<file path="src/rtl/serial_pkg.sv">
// serial_pkg: frame FSM states and default frame geometry shared by serial_tx and a future serial_rx
package serial_pkg;
    localparam int DEF_DATA_W       = 8;
    localparam int DEF_CLKS_PER_BIT = 16;
    typedef enum logic [1:0] {IDLE, START, DATA, STOP} state_t;
endpackage

</file>
<file path="src/rtl/baud_tick.sv">
// baud_tick: bit-period divider, tick high on the last cycle of each bit period
module baud_tick import serial_pkg::*; #(
    parameter int CLKS_PER_BIT = DEF_CLKS_PER_BIT
) (
    input  logic clk,
    input  logic rst,
    input  logic clear,
    output logic tick
);
    localparam int CW = $clog2(CLKS_PER_BIT);
    logic [CW-1:0] cnt_q, cnt_d;
    assign tick  = cnt_q == CW'(CLKS_PER_BIT - 1);
    assign cnt_d = (clear || tick) ? '0 : cnt_q + CW'(1);
    always_ff @(posedge clk or posedge rst)
        if (rst) cnt_q <= '0;
        else     cnt_q <= cnt_d;
endmodule

</file>
<file path="src/rtl/serial_tx.sv">
// serial_tx: parallel-in serial transmitter, start bit, DATA_W bits LSB-first, stop bit
module serial_tx import serial_pkg::*; #(
    parameter int DATA_W       = DEF_DATA_W,
    parameter int CLKS_PER_BIT = DEF_CLKS_PER_BIT
) (
    input  logic              clk,
    input  logic              rst,
    input  logic [DATA_W-1:0] din,
    input  logic              load,
    output logic              ready,
    output logic              tx,
    output logic              busy,
    output logic              done
);
    localparam int BW = DATA_W > 1 ? $clog2(DATA_W) : 1;
    state_t            state_q, state_d;
    logic [DATA_W-1:0] shift_q, shift_d;
    logic [BW-1:0]     bit_q, bit_d;
    logic              tx_q, tx_d;
    logic              tick;
    baud_tick #(.CLKS_PER_BIT(CLKS_PER_BIT)) u_baud (
        .clk   (clk),
        .rst   (rst),
        .clear (state_q == IDLE),
        .tick  (tick)
    );
    always_comb begin
        state_d = state_q;
        shift_d = shift_q;
        bit_d   = bit_q;
        done    = 1'b0;
        case (state_q)
            IDLE:  if (load) begin
                state_d = START;
                shift_d = din;
                bit_d   = '0;
            end
            START: if (tick) state_d = DATA;
            DATA:  if (tick) begin
                shift_d = shift_q >> 1;
                if (bit_q == BW'(DATA_W - 1)) state_d = STOP;
                else                          bit_d   = bit_q + BW'(1);
            end
            STOP:  if (tick) begin
                state_d = IDLE;
                done    = 1'b1;
            end
            default: state_d = IDLE;
        endcase
        // tx is registered from the next state so each bit appears exactly on its first cycle
        tx_d = state_d == START ? 1'b0 : state_d == DATA ? shift_d[0] : 1'b1;
    end
    always_ff @(posedge clk or posedge rst)
        if (rst) begin
            state_q <= IDLE;
            shift_q <= '0;
            bit_q   <= '0;
            tx_q    <= 1'b1;
        end else begin
            state_q <= state_d;
            shift_q <= shift_d;
            bit_q   <= bit_d;
            tx_q    <= tx_d;
        end
    assign ready = state_q == IDLE;
    assign busy  = !ready;
    assign tx    = tx_q;
endmodule

</file>
<file path="config.mk">
export PLATFORM = sky130hd
export DESIGN_NAME = serial_tx
export DESIGN_NICKNAME = d
export VERILOG_FILES = /design/src/rtl/serial_pkg.sv /design/src/rtl/baud_tick.sv /design/src/rtl/serial_tx.sv
export SDC_FILE = /design/constraint.sdc
export NUM_CORES = 1
export LEC_CHECK = 0
export ABC_AREA = 1
export CAP_MARGIN = 20
export CORE_MARGIN = 8
export CORE_UTILIZATION = 40
export CTS_CLUSTER_SIZE = 10
export DETAILED_ROUTE_END_ITERATION = 16
export PLACE_DENSITY_LB_ADDON = 0.08
export RECOVER_POWER = 50
export SLEW_MARGIN = 20
export SYNTH_ARGS = -nofsm -noshare
export SYNTH_HDL_FRONTEND = slang
export SYNTH_HIERARCHICAL = 1
export SYNTH_SLANG_ARGS = --single-unit
</file>
<file path="constraint.sdc">
create_clock -name clk -period 2.46 [get_ports clk]
set_input_delay 0.246 -clock clk [delete_from_list [all_inputs] [get_ports clk]]
set_output_delay 0.246 -clock clk [all_outputs]
set_load 0.02 [all_outputs]
</file>
# Yosys cells after proc, flatten, opt, wreduce, memory -nomap -nowiden
# Cells that the tools add are included.
# word_totals
ff_bits	18
inputBits	11
output_inout_bits	4
wordCells	42
# classes
addsub	2
eq_ne	10
n_mux	18
n_reduce_logical	6
# ops
op	count
8-bit 2-to-1 mux	2
8-bit one-hot mux with 2 select lines	1
2-bit 2-to-1 mux	5
3-bit 2-to-1 mux	3
2-bit one-hot mux with 4 select lines	1
2-bit equality test (second input constant)	3
3-bit one-hot mux with 2 select lines	1
4-bit by 1-bit adder with 4-bit output (second input constant)	1
2-bit by 1-bit equality test with 1-bit output (second input constant)	2
4-bit equality test (second input constant)	1
1-bit 2-to-1 mux	4
4-bit 2-to-1 mux	1
2-bit != test (second input constant)	2
4-bit AND reduction	1
3-bit by 1-bit adder with 3-bit output (second input constant)	1
3-bit equality test (second input constant)	1
3-bit AND reduction	1
2-bit zero test	1
2-bit by 1-bit != test with 1-bit output (second input constant)	1
2-bit nonzero test	1
1-bit zero test	1
1-bit logical OR	1

# Logic depth before layout (Yosys ltp)
# depth
ltp_word	7
mapped_depth	10
depth_no_buf	10

# By module
# Netlist, hierarchy kept.
# by_module_without_submodules
module	instances	cells_each	area_per_inst_um2
serial_tx	1	88	725.7
baud_tick	1	20	196.4

# Worst setup path after synthesis
# No wires, ideal clock.
# synth_timing
path_kind	reg-to-output
start	register u_baud.cnt_q[0]
end	output done
arrival_ns	1.470
required_ns	2.214
slack_ns	0.744
path_stages_with_launch	6
cell_sequence	dfrtp_1 > ha_1 > nand2_2 > nor2_1 > inv_2 > nor3_1
# synth_via
elab_chain_cells	3
# synth_lines
item	line_no	source
start: declaration	baud_tick.sv:11	logic [CW-1:0] cnt_q, cnt_d;
start signal: assignment	baud_tick.sv:16	else cnt_q <= cnt_d;
4-bit equality test	baud_tick.sv:12	assign tick = cnt_q == CW'(CLKS_PER_BIT - 1);
net tick	serial_tx.sv:20	logic tick;
1-bit 2-to-1 mux	serial_tx.sv:44	STOP: if (tick) begin
1-bit 2-to-1 mux	serial_tx.sv:32	case (state_q)
end: declaration	serial_tx.sv:13	output logic done
# The timed path passes the listed nets, and every way through them passes these cells.

# Worst setup path after layout
# Same ends and word-level chain as after synthesis.

==> results.py <==
metrics = {
    "grt": {
        "gr-usage-met1_pct": 10.1,
        "grt_start_max_net_pins": 15,
        "grt_overflow_total": 0,
        "antenna_found_initial": 0,
        "grt_pass1_vias": 758,
        "grtUsageMet2_pct": 15.2,
        "grtUsageTotal_pct": 8.96,
        "grt_pass1_wl_um": 3050,
        "grtUsageMet3_pct": 2.61,
        "top_usage_layer": "met2",
    },
    "critical_path": {
        "reg2reg_from": "u_baud/cnt_q[0]",
        "r2r_cells": 8,
        "crit_arrival_ns": 1.96,
        "r2r-end": "bit_q[1]",
        "critPathLaunch": "u_baud/cnt_q[0]",
        "r2r_setup_slack_ns": 0.93,
        "crit_required_ns": 2.21,
        "crit_path_start_kind": "flip-flop",
        "crit_slowest_cell": "clkdlybuf4s50_1",
        "worstPathCellList": "ha_1, nand2_2, nor2_1, inv_2, nor3_1, clkdlybuf4s50_1",
        "max_stage_delay_ns": 0.63,
        "critPathCapture": "done",
        "path_max_fanout": 5,
        "end_kind": "output port",
        "crit_type": "flip-flop to output port",
    },
    "finish": {
        "drive_gt1_share_pct": 15.0,
        "fill_cells": 218,
        "fin_cells": 155,
        "area_growth_syn_to_layout_pct": 22.3,
        "antenna_cells": 0,
        "nNetsFinal": 142,
        "multi_input_area_sq_um": 408,
        "ff_latch_area_sq_um": 452,
    },
    "flow_run": {
        "cap_violations": 0,
    },
    "place": {
        "portBuffers": 14,
        "dp_hpwl_um": 1310,
        "gp_congestion": 0.771,
        "dpl.cell_count": 151,
    },
    "detailed_routing": {
        "drtPass1Iterations": 3,
        "ant_nets": 0,
        "drc": 0,
        "dr.first_iter.drc_count": 18,
        "vias_per_cell": 4.69,
        "drt-total-wl_um": 1670,
        "drt-wirelength-per-cell_um": 10.8,
        "vias": 727,
    },
    "clock_network": {
        "insertion_delay_ns": 0.28,
        "hold_buffers": 0,
        "clk_pin_slew_ns": 0.10,
        "cts_buffers": 3,
        "post_cts_resized": 0,
        "post_cts_buffers": 0,
        "cts_tree": "yes",
        "clock-sinks": 18,
        "htreeDepth": 1,
        "clockBufferDepth": 2,
        "root_buffer": "clkbuf_4",
    },
    "floorplan": {
        "die-area_sq_um": 4100,
        "core_sq_um": 2190,
        "die_h_um": 64.0,
        "initial_core_util_pct": 42.1,
        "dieWidth_um": 64.0,
        "ios": 15,
        "placementRows": 17,
    },
    "synth": {
        "synth_cell_types": 21,
        "ys.warnings.count": 6,
        "synth_area_sq_um": 922,
        "synth_flop_cell": "dfrtp_1",
        "synth-async-reset-ratio_pct": 100,
        "seq_area_frac_synth_pct": 49.0,
        "synth.most_common_cell": "nand2_1",
        "yosysTopAreaCellShare_pct": 46.1,
        "synth_nets": 122,
        "syn_avg_cell_area_sq_um": 8.54,
        "yosys.area.top_type": "dfrtp_1",
        "postSynthCellCount": 108,
        "synth-seq-cells": 18,
        "synth_common_cells": "nand2_1 (35), dfrtp_1 (17), nor2_1 (9)",
        "synth.top_cells.by_area": "dfrtp_1 (46%), nand2_1 (14%), a22oi_1 (4.9%)",
        "synth-edff-count": 0,
    },
    "pwr": {
        "finalPower_mw": 0.496,
        "p_int_mw": 0.400,
        "peakVddDrop_uv": 251,
        "cellLeakagePower_nw": 0.577,
        "power_frac_clock_pct": 35.7,
        "power.share.combinational_pct": 4.7,
        "p_sw_share_pct": 19.4,
        "powerDensity_nw_per_um2": 440,
        "p_seq_share_pct": 59.6,
        "switchingPower_mw": 0.0965,
    },
    "sta": {
        "slew_headroom_pct": 63.2,
        "hold_viol": 0,
        "rsz0062_at_grt": "no",
        "finalSetupTns_ns": 0,
        "setup_viol": 0,
        "slew_viol_final": 0,
        "finalHoldWorstSlack_ns": 0.288,
        "period_minus_slack_ns": 2.20,
        "max_freq_ghz": 0.454,
        "finalCritPeriodShare_pct": 89.6,
        "skew_ns": 0.00441,
        "worst_slew_pin_slew_ns": 0.552,
    },
    "min_path": {
        "hp-class": "primary input to async pin",
    },
    "run_status": {
        "outcome": "completed",
    },
}
[cell families (layout without fill, tap and decap cells)]
logic type,Yosys count,after routing,synth area share [%]
buffers and inverters,13,32,5.29
AO/OA/AOI/OAI,13,13,11.4
flip-flops,18,18,49.0
adder cells (fa/ha/maj),3,3,4.07
AND/OR/NAND/NOR,61,61,30.3
[power groups by stage]
stage	combinational [mW]	sequential, mW	clock, mW
after floorplan	0.00569	0.301	0
after global placement	0.0245	0.302	0
after detailed placement	0.0246	0.302	0
after CTS	0.0247	0.296	0.186
after global routing	0.0265	0.296	0.199
final	0.0236	0.296	0.177
[per-stage QoR]
stage | cell area, sq um | setup slack, ns | util, %
floorplan | 922 | 0.744 | -
global placement | 1100 | 0.575 | 50.4
detailed placement | 1100 | 0.543 | 50.4
CTS | 1140 | 0.208 | 52.1
global route | 1130 | 0.0849 | 51.5
finish | 1130 | 0.256 | 51.5
[cells in the final DEF, fill, tap and decap left out, types with 2 or more instances in the layout]
master	synthesis	final
a21oi_1	2	2
ha_1	3	3
nor2_4	2	2
nor2_1	9	10
nand3_1	6	6
dfrtp_1	17	17
nand2_1	35	35
nand2_2	2	2
inv_1	8	8
a22oi_1	6	6
clkdlybuf4s50_1	0	13
clkbuf_4	0	3
o21ai_1	3	3
inv_2	5	5
[critical path: cells and delay by family, from the launching register on]
family / cells / cell delay (ns)
buffers and inverters: 2 / 0.72
DFF: 1 / 0.40
adders and majority gates: 1 / 0.20
and+or+nand+nor: 3 / 0.36
[worst min-delay path by stage]
stage / slack, ns / start / endpoint / cells after the start
2_1_floorplan: 0.01 / rst / u_baud/cnt_q[0] / 1
3_3_place_gp: 0.46 / rst / u_baud/cnt_q[0] / 2
3_5_place_dp: 0.47 / rst / u_baud/cnt_q[0] / 2
4_1_cts: 0.15 / rst / u_baud/cnt_q[2] / 2
5_1_grt: 0.30 / rst / u_baud/cnt_q[2] / 2
6_report: 0.29 / rst / u_baud/cnt_q[3] / 2
[sequential cells by signal, indices dropped and copies added (netlist names)]
name / cells
shift_q: 8
tx: 1
u_baud/cnt_q: 4
bit_q: 3
state_q: 2
[per-layer routing]
metal / share of wire, % / up-vias
met5: 0 / -
met4: 1.0 / 0
met3: 4.4 / 2
met2: 46 / 12
met1: 48 / 330
li1: - / 383
[cell type report]
class                           count  area share (%)
Clock buffer                        4            3.22
Inverter                           13            4.33
Multi-Input combinational cell     77            36.2
Sequential cell                    18            40.1
Tap cell                           28            3.11
Timing Repair Buffer               15            13.1
Power figures use the tool's default switching activity.
